==> src/rtl/acia_arb_pkg.sv <==
// Shared state encoding, register-select values and status bit positions for acia_arbiter.
// Optional build macro ACIA_ARB_IRQ_EN is consumed by acia_arbiter, not by this package.
package acia_arb_pkg;

  typedef enum logic [2:0] {
    INIT_RST,
    INIT_CFG,
    IDLE,
    RD_STAT,
    CHK_STAT,
    RD_DATA,
    CAP_DATA,
    WR_DATA
  } acia_state_e;

  localparam logic       RS_CTRL       = 1'b0;
  localparam logic       RS_DATA       = 1'b1;
  localparam logic [7:0] CTRL_MRST     = 8'h03;
  localparam logic [7:0] CTRL_IRQ_BITS = 8'hA0;

  localparam int ST_RXF = 0;
  localparam int ST_TXE = 1;
  localparam int ST_ERR = 4;

endpackage

==> src/rtl/acia_rr_arbiter.sv <==
// Round-robin selector: grants the first valid requester at or after the pointer;
// the pointer advances past the grant whenever i_update is strobed.
module acia_rr_arbiter #(
  parameter int N_REQ = 4,
  parameter int IDX_W = $clog2(N_REQ)
) (
  input  logic             clk,
  input  logic             rst,
  input  logic [N_REQ-1:0] i_valid,
  input  logic             i_update,
  output logic [IDX_W-1:0] o_grant,
  output logic             o_any
);

  logic [IDX_W-1:0] r_ptr;
  logic [N_REQ-1:0] w_at_or_above;

  genvar gi;
  generate
    for (gi = 0; gi < N_REQ; gi++) begin : g_mask
      assign w_at_or_above[gi] = i_valid[gi] && (IDX_W'(gi) >= r_ptr);
    end
  endgenerate

  // Lowest valid index overall is the wrap-around fallback; a valid index at or
  // above the pointer overrides it.
  always_comb begin
    o_grant = '0;
    o_any   = |i_valid;
    for (int i = N_REQ - 1; i >= 0; i--) begin
      if (i_valid[i]) o_grant = IDX_W'(i);
    end
    for (int i = N_REQ - 1; i >= 0; i--) begin
      if (w_at_or_above[i]) o_grant = IDX_W'(i);
    end
  end

  always_ff @(posedge clk) begin
    if (rst) begin
      r_ptr <= '0;
    end else if (i_update) begin
      r_ptr <= (o_grant == IDX_W'(N_REQ - 1)) ? '0 : o_grant + 1'b1;
    end
  end

endmodule

==> src/rtl/acia_arbiter.sv <==
// ACIA bus master: resets/programs the ACIA, then polls status to drain RX into a
// one-entry holding register and serve N_REQ TX requesters. Macro ACIA_ARB_IRQ_EN gates polling on acia_irq.
module acia_arbiter
  import acia_arb_pkg::*;
#(
  parameter int         N_REQ     = 4,
  parameter logic [7:0] CTRL_INIT = 8'h00
) (
  input  logic               clk,
  input  logic               rst,
  output logic               acia_cs,
  output logic               acia_we,
  output logic               acia_rs,
  output logic [7:0]         acia_din,
  input  logic [7:0]         acia_dout,
  input  logic               acia_irq,
  input  logic [N_REQ-1:0]   tx_valid,
  input  logic [8*N_REQ-1:0] tx_data,
  output logic [N_REQ-1:0]   tx_ready,
  output logic               rx_valid,
  output logic [7:0]         rx_data,
  output logic               rx_err,
  input  logic               rx_ready
);

  localparam int IDX_W = $clog2(N_REQ);

  acia_state_e      r_state;
  logic             r_run;
  logic             r_cs, r_we, r_rs;
  logic [7:0]       r_din;
  logic             r_rx_valid, r_rx_err, r_err_lat;
  logic [7:0]       r_rx_data;

  logic [IDX_W-1:0] w_grant;
  logic             w_any;
  logic             w_in_chk, w_pop, w_rx_take, w_tx_fire, w_irq_go;
  logic [7:0]       w_cfg_byte, w_tx_byte;
  logic [7:0]       w_tx_bytes [N_REQ];

`ifdef ACIA_ARB_IRQ_EN
  assign w_cfg_byte = CTRL_INIT | CTRL_IRQ_BITS;
  assign w_irq_go   = acia_irq;
`else
  logic w_unused_irq;
  assign w_cfg_byte   = CTRL_INIT;
  assign w_irq_go     = 1'b1;
  assign w_unused_irq = acia_irq;
`endif

  genvar gi;
  generate
    for (gi = 0; gi < N_REQ; gi++) begin : g_req
      assign w_tx_bytes[gi] = tx_data[8*gi +: 8];
      assign tx_ready[gi]   = w_tx_fire && (w_grant == IDX_W'(gi));
    end
  endgenerate

  assign w_tx_byte = w_tx_bytes[w_grant];
  assign w_in_chk  = r_run && (r_state == CHK_STAT);
  assign w_pop     = r_rx_valid && rx_ready;
  // A pop in the same cycle frees the holding register in time for this pass's read.
  assign w_rx_take = w_in_chk && acia_dout[ST_RXF] && (!r_rx_valid || rx_ready);
  assign w_tx_fire = w_in_chk && !w_rx_take && acia_dout[ST_TXE] && w_any;

  acia_rr_arbiter #(
    .N_REQ (N_REQ),
    .IDX_W (IDX_W)
  ) u_rr (
    .clk      (clk),
    .rst      (rst),
    .i_valid  (tx_valid),
    .i_update (w_tx_fire),
    .o_grant  (w_grant),
    .o_any    (w_any)
  );

  // Bus outputs are registered alongside the state they belong to; r_run holds
  // the FSM in INIT_RST for the first cycle out of reset so the 8'h03 write is seen.
  always_ff @(posedge clk) begin
    if (rst) begin
      r_state    <= INIT_RST;
      r_run      <= 1'b0;
      r_cs       <= 1'b0;
      r_we       <= 1'b0;
      r_rs       <= RS_CTRL;
      r_din      <= '0;
      r_rx_valid <= 1'b0;
      r_rx_data  <= '0;
      r_rx_err   <= 1'b0;
      r_err_lat  <= 1'b0;
    end else begin
      r_run <= 1'b1;
      r_cs  <= 1'b0;
      r_we  <= 1'b0;
      r_rs  <= RS_CTRL;
      r_din <= '0;
      if (w_pop) r_rx_valid <= 1'b0;
      if (!r_run) begin
        r_state <= INIT_RST;
        r_cs    <= 1'b1;
        r_we    <= 1'b1;
        r_din   <= CTRL_MRST;
      end else begin
        case (r_state)
          INIT_RST: begin
            r_state <= INIT_CFG;
            r_cs    <= 1'b1;
            r_we    <= 1'b1;
            r_din   <= w_cfg_byte;
          end
          INIT_CFG: r_state <= IDLE;
          IDLE: begin
            if (w_irq_go) begin
              r_state <= RD_STAT;
              r_cs    <= 1'b1;
            end
          end
          RD_STAT: r_state <= CHK_STAT;
          CHK_STAT: begin
            if (w_rx_take) begin
              r_state   <= RD_DATA;
              r_cs      <= 1'b1;
              r_rs      <= RS_DATA;
              r_err_lat <= acia_dout[ST_ERR];
            end else if (w_tx_fire) begin
              r_state <= WR_DATA;
              r_cs    <= 1'b1;
              r_we    <= 1'b1;
              r_rs    <= RS_DATA;
              r_din   <= w_tx_byte;
            end else begin
              r_state <= IDLE;
            end
          end
          RD_DATA: r_state <= CAP_DATA;
          CAP_DATA: begin
            r_state    <= IDLE;
            r_rx_data  <= acia_dout;
            r_rx_err   <= r_err_lat;
            r_rx_valid <= 1'b1;
          end
          WR_DATA: r_state <= IDLE;
          default: r_state <= INIT_RST;
        endcase
      end
    end
  end

  assign acia_cs  = r_cs;
  assign acia_we  = r_we;
  assign acia_rs  = r_rs;
  assign acia_din = r_din;
  assign rx_valid = r_rx_valid;
  assign rx_data  = r_rx_data;
  assign rx_err   = r_rx_err;

endmodule

==> config.mk <==
export PLATFORM = sky130hd
export DESIGN_NAME = acia_arbiter
export DESIGN_NICKNAME = d
export VERILOG_FILES = /design/src/rtl/acia_arb_pkg.sv /design/src/rtl/acia_rr_arbiter.sv /design/src/rtl/acia_arbiter.sv
export SDC_FILE = /design/constraint.sdc
export NUM_CORES = 1
export LEC_CHECK = 0
export BUFFER_PORTS_ARGS = -buffer_cell sky130_fd_sc_hd__buf_2
export CAP_MARGIN = 25
export CORE_ASPECT_RATIO = 1.25
export CORE_MARGIN = 3
export CORE_UTILIZATION = 34
export CTS_CLUSTER_SIZE = 20
export DETAILED_ROUTE_END_ITERATION = 16
export PLACE_DENSITY = 0.65
export SLEW_MARGIN = 20
export SYNTH_ARGS = -nofsm -noshare
export SYNTH_HDL_FRONTEND = slang
export SYNTH_SLANG_ARGS = --single-unit
==> constraint.sdc <==
create_clock -name clk -period 1.55 [get_ports clk]
set_input_delay 0.2325 -clock clk [delete_from_list [all_inputs] [get_ports clk]]
set_output_delay 0.2325 -clock clk [all_outputs]
set_load 0.03 [all_outputs]
==> results of run 1 <==
sequential cells by signal, summed over array words and instances (netlist names):
name        count
r_state         3
rx_valid        1
u_rr.r_ptr      2
acia_cs         1
r_err_lat       1
r_run           1
rx_err          1
acia_we         1
rx_data         8
acia_rs         1
acia_din        8
layer usage:
| layer | share of wire, % | track usage [%] | vias to the layer above |
|---|---|---|---|
| li1 | - | - | 802 |
| met1 | 41 | 16.70 | 684 |
| met2 | 50 | 28.47 | 59 |
| met3 | 8.4 | 3.077 | 4 |
| met4 | 0.71 | 4.564 | 0 |
| met5 | 0 | 0 | - |
how the worst max path moves through the flow:
stage | start | endpoint
6_report | u_rr.r_ptr[1] | tx_ready[2]
5_1_grt | u_rr.r_ptr[1] | tx_ready[2]
4_1_cts | u_rr.r_ptr[1] | tx_ready[0]
3_5_place_dp | u_rr.r_ptr[1] | tx_ready[0]
3_3_place_gp | tx_valid[1] | tx_ready[2]
2_1_floorplan | u_rr.r_ptr[1] | tx_ready[0]
synthesized netlist by cell type (all sizes together), types with 2 or more instances:
master  instances  area share (%)
dfxtp          28              37
nand2b          5             2.1
and2            5             2.1
buf             3             2.4
ha              4             3.3
nor3            2            0.67
clkbuf          4             1.1
nand2          38             9.7
mux2i           5             3.3
a211oi         12             7.8
a21oi          13             4.3
a311oi          6             3.5
nor2b           2            0.83
inv             4             1.0
nor2            8             3.1
o21ai           3             1.0
and3            9             4.1
or2             2            0.83
a21o            3             1.5
worst max-delay path, stage by stage, from the launching register on:
cell      delay [ps]
dfxtp_4          370
mux2i_2          220
or2_0            130
and3_4           250
clkinv_8          70
ha_4             140
and2_4           130
buf_6            130
cell families (layout without fill, tap and decap cells):
group	count (synthesis)	count (layout)	share of synthesized area (%)
AOI/OAI and AO/OA	45	45	23.57
adders and majority gates	4	4	3.331
buffers and inverters	12	114	5.579
DFF	28	28	37.30
muxes	5	5	3.331
and+or+nand+nor	76	76	26.90
where the power goes:
group	total (W)	internal, W	switching (W)
Combinational	0.000315	0.000164	0.000152
Clock	0.000380	0.000174	0.000206
Sequential	0.000732	0.000728	0.00000414
Total	0.00143	0.00107	0.000362
layout make-up:
class                      instances  area, um^2  area share, %
clock buffer                       3       41.29          1.773
inverter                           5       33.78          1.451
multi-input combinational        130       942.2          40.46
sequential                        28       566.8          24.34
tap                               56       70.07          3.009
timing repair buffer             106       674.4          28.96
per-stage QoR:
step | instance area (um^2) | setup slack (ps) | total power (W) | util (%) | hold WS (ps)
2_1_floorplan | 1539 | -101.5 | 0.0008946 | - | 368.5
3_3_place_gp | 2130 | -136.6 | 0.001019 | 51.14 | 438.7
3_5_place_dp | 2130 | -152.8 | 0.001021 | 51.14 | 445.7
4_1_cts | 2308 | -397.8 | 0.001453 | 55.44 | 182.3
5_1_grt | 2328 | -501.6 | 0.001512 | 55.92 | 186.0
6_report | 2328 | -415.6 | 0.001427 | 55.92 | 192.1
what timing repair did:
action | CTS | global route
resized for setup | 20 | 7
endpoints found under the setup margin | 12 | 14
pin swaps | 13 | 4
gates cloned | 1 | 0
setup buffers | 6 | 4
==> qor.csv, run 1 <==
metric,value,unit
status,"complete, but fails checks",
violated checks,setup timing,
Inst Count DP,319,
layout cells sized above 1,52.21,%
critical path launch point type,register,
Hold Path End,rx_data[3],
Rows,26,
Post-layout nets,326,
Final GP Congestion,0.7279,
worst skew pair latency,270,ps
Yosys reg bits,28,
P_leak,1.092,nW
crit-path max FO,5,
Pins Over Slew Limit,0,
root buffer cell,clkbuf_8,
setup violators final,14,
worst r2r src,u_rr.r_ptr[1],
Synth-to-Final Area Change,54.95,%
skew final,1.863,ps
Post-synth EDFFs,0,
distinct cell type count after synthesis,43,
first-pass GRT wire length,6492,um
RSZ-0062 raised after global routing,yes,
fin worst setup slack,-415.6,ps
crit path kind,reg2out,
hold buffer count at CTS,0,
final hold vios,0,
most frequent cells in the layout,"buf_2 (67), nand2_1 (37), buf_4 (33), dfxtp_1 (25), a21oi_1 (13)",
vias in the first global route,1537,
TNS Setup,-3087,ps
Overflow after GRT,0,
Initial Utilization,36.09,%
H-tree depth,1,
WP data arrival,1730,ps
Yosys warnings,0,
worst rel slew slack,73.54,%
Post-Syn Area per Cell,8.839,um^2
"most common cell after layout, fill and taps aside",buf_2,
post-synthesis cell count,170,
number of CTS-inserted buffers,3,
hold_sp,acia_dout[3],
"antenna viol nets, final",0,
min Tclk post-route,1966,ps
fmax,508.7,MHz
fillers,418,
largest net degree at the start of global routing,15,
Mapped Area,1503,um^2
Critical Path RT,1320,ps
detailed router's first-iteration violation count,57,
Vias,1549,
Global Route Usage Sum,15.12,%
io pins,73,
register area share after synthesis,37.30,%
die width,65.46,um
clk sinks,28,
clock-pin slew on the worst setup and hold paths,90,ps
# diodes,0,
PwrDens,612.9,nW/um^2
per-cell routed wire length,11.67,um
Tightest Hold Check Type,in2reg,
predominant post-synthesis flop cell,dfxtp_1,
initial antenna violation count,0,
CTS Buffer Depth,2,
worst reg2reg endpoint,acia_din[6],
R2R Setup Slk,-230,ps
CP Capture Type,output pin,
core box area,4164,um^2
pin slew with the least headroom to its limit,392.8,ps
PortBufs,71,
maxcap violations,0,
Die Ht,80.33,um
CTS tree,yes,
DRC errors left,0,
Final period util,126.8,%
full die area,5258,um^2
ys async rst share,0,%
post-synthesis net count,222,
DPL Wire Length,2938,um
Worst VDD drop,0.0003532,V
WHS Path Cells,3,
final non-filler cell total,328,
number of vias per cell,4.723,
R2R depth,9,
Initial DRT Pass Iterations,4,
final wirelength,3829,um
Note: power is estimated with default switching activity, not from simulation.
==> run 2: changes to the inputs <==
CAP_MARGIN = 5   (was 25)
CORE_ASPECT_RATIO = default   (was 1.25)
CORE_UTILIZATION = 41   (was 34)
PLACE_DENSITY = 0.76   (was 0.65)
==> run 2 against run 1 <==
The run still ends with setup timing left. Register-to-register slack about the same. Clock-buffer cell count unchanged. Sequential power about the same. Design area down 2.5%. Cell count down 4.9%. Via count down 1.4%. Worst setup slack worse by 50 ps. Utilization up 10 points. Clock power up 54%. Die area down 16%.
==> qor.csv, run 2 (same netlist as run 1, synthesis figures left out) <==
metric,value,unit,change
PwrDens,705.0,nW/um^2,+15%
"most common cell after layout, fill and taps aside",buf_2,,
final wirelength,3845,um,+0.42%
R2R depth,8,,-1
worst rel slew slack,70.19,%,-3.3 points
GRT Max-Usage Layer,met2,,
crit-path max FO,5,,unchanged
Vias,1527,,-1.4%
P_leak,1.067,nW,-2.3%
Post-layout nets,319,,-2.1%
largest net degree at the start of global routing,18,,+3
# diodes,0,,unchanged
met3 GRT Util,3.710,%,+0.63 points
layout cells sized above 1,51.13,%,-1.1 points
Overflow after GRT,0,,unchanged
setup violators final,14,,unchanged
worst skew pair latency,280,ps,about the same
min Tclk post-route,2015,ps,+49.79 ps
final hold vios,0,,unchanged
CP Capture Type,output pin,,
Final GP Congestion,0.8223,,+13%
core box area,3442,um^2,-17%
Critical Path RT,1320,ps,about the same
fmax,496.2,MHz,-2.5%
Initial Utilization,43.66,%,+7.6 points
final core utilization,65.98,%,+10 points
maxcap violations,0,,unchanged
detailed router's first-iteration violation count,42,,-26%
full die area,4428,um^2,-16%
DPL Wire Length,2884,um,-1.9%
crit path kind,reg2out,,
Worst VDD drop,0.0005098,V,+44%
H-tree depth,1,,unchanged
Final period util,130.0,%,+3.2 points
fin worst setup slack,-465.4,ps,-49.79 ps
critical path launch point type,register,,
clk sinks,28,,unchanged
"antenna viol nets, final",0,,unchanged
number of vias per cell,4.894,,+3.6%
number of CTS-inserted buffers,3,,unchanged
status,"complete, but fails checks",,
DRC errors left,0,,unchanged
root buffer cell,clkbuf_8,,
vias in the first global route,1408,,-8.4%
Tightest Hold Check Type,in2reg,,
skew final,1.865,ps,+0.002000 ps
fillers,295,,-29%
WHS Path Cells,3,,unchanged
"Design Area, Final",2271,um^2,-2.5%
most frequent cells in the layout,"buf_2 (67), nand2_1 (37), dfxtp_1 (25), buf_4 (25), a21oi_1 (13)",,
WP data arrival,1780,ps,+50 ps
first-pass GRT wire length,6134,um,-5.5%
Synth-to-Final Area Change,51.12,%,
area post-placement,2085,um^2,-2.1%
Global Route Usage Sum,17.98,%,+2.9 points
Pins Over Slew Limit,0,,unchanged
Initial DRT Pass Iterations,4,,unchanged
CTS tree,yes,,
PortBufs,71,,unchanged
violated checks,setup timing,,
Die Ht,66.54,um,-17%
per-cell routed wire length,12.32,um,+5.6%
pin slew with the least headroom to its limit,442.5,ps,+49.68 ps
clock-pin slew on the worst setup and hold paths,100,ps,about the same
initial antenna violation count,0,,unchanged
die width,66.54,um,+1.6%
io pins,73,,unchanged
Rows,21,,-19%
CTS Buffer Depth,2,,unchanged
RSZ-0062 raised after global routing,yes,,
met2 usage,29.58,%,+1.1 points
grt met1 use,22.91,%,+6.2 points
[run 2: repair_timing]
item,4_1_cts,5_1_grt
resized for setup,20,4
setup endpoints to repair,13,20
gates cloned,0,0
pin swaps,12,4
buffers inserted,3,4
hold buffers,0,0
[run 2: final cells by class]
cell class	count	area [um^2]	area share, %
Clock buffer	3	41.29	1.818
Clock inverter	1	30.03	1.322
Inverter	5	33.78	1.488
Multi-Input combinational cell	130	927.1	40.83
Sequential cell	28	566.8	24.96
Tap cell	46	57.56	2.534
Timing Repair Buffer	99	614.3	27.05
[run 2: layer usage]
layer,part of all wire (%),vias up
li1,-,788
met1,45,688
met2,47,47
met3,7.0,4
met4,1.4,0
met5,0,-
[run 2: worst max-delay path, cell delays in order (launching register included)]
cell and delay, ps:
dfxtp_4 390, mux2i_2 230, or2_1 150, and3_4 260, clkinv_8 70, ha_4 150
and2_4 130, buf_6 130
[run 2: final timing paths]
check	start	to	slack, ps
worst max-delay path	u_rr.r_ptr[1]	tx_ready[0]	-470
worst min register to register	rx_data[2]	rx_data[2]	460
worst max register to register	u_rr.r_ptr[1]	acia_din[0]	-240
worst min-delay path	acia_dout[6]	rx_data[6]	180
[run 2: metrics by stage]
| step | total power [W] | instances | worst slack, ps | setup TNS (ps) | hold slack, ps |
|---|---|---|---|---|---|
| 2_1_floorplan | 0.0008946 | 170 | -101.5 | -289.7 | 368.5 |
| 3_3_place_gp | 0.001010 | 303 | -144.6 | -972.8 | 438.8 |
| 3_5_place_dp | 0.001012 | 303 | -148.0 | -1128 | 443.1 |
| 4_1_cts | 0.001622 | 310 | -432.8 | -2586 | 172.7 |
| 5_1_grt | 0.001666 | 312 | -516.5 | -4043 | 181.5 |
| 6_report | 0.001601 | 312 | -465.4 | -3170 | 176.3 |
[run 2: where the power goes]
group / total, W / switching [W] / internal (W) / leakage (nW)
Combinational: 0.000285 / 0.000143 / 0.000142 / 0.802
Clock: 0.000584 / 0.000238 / 0.000346 / 0.0357
Sequential: 0.000732 / 0.00000375 / 0.000728 / 0.229
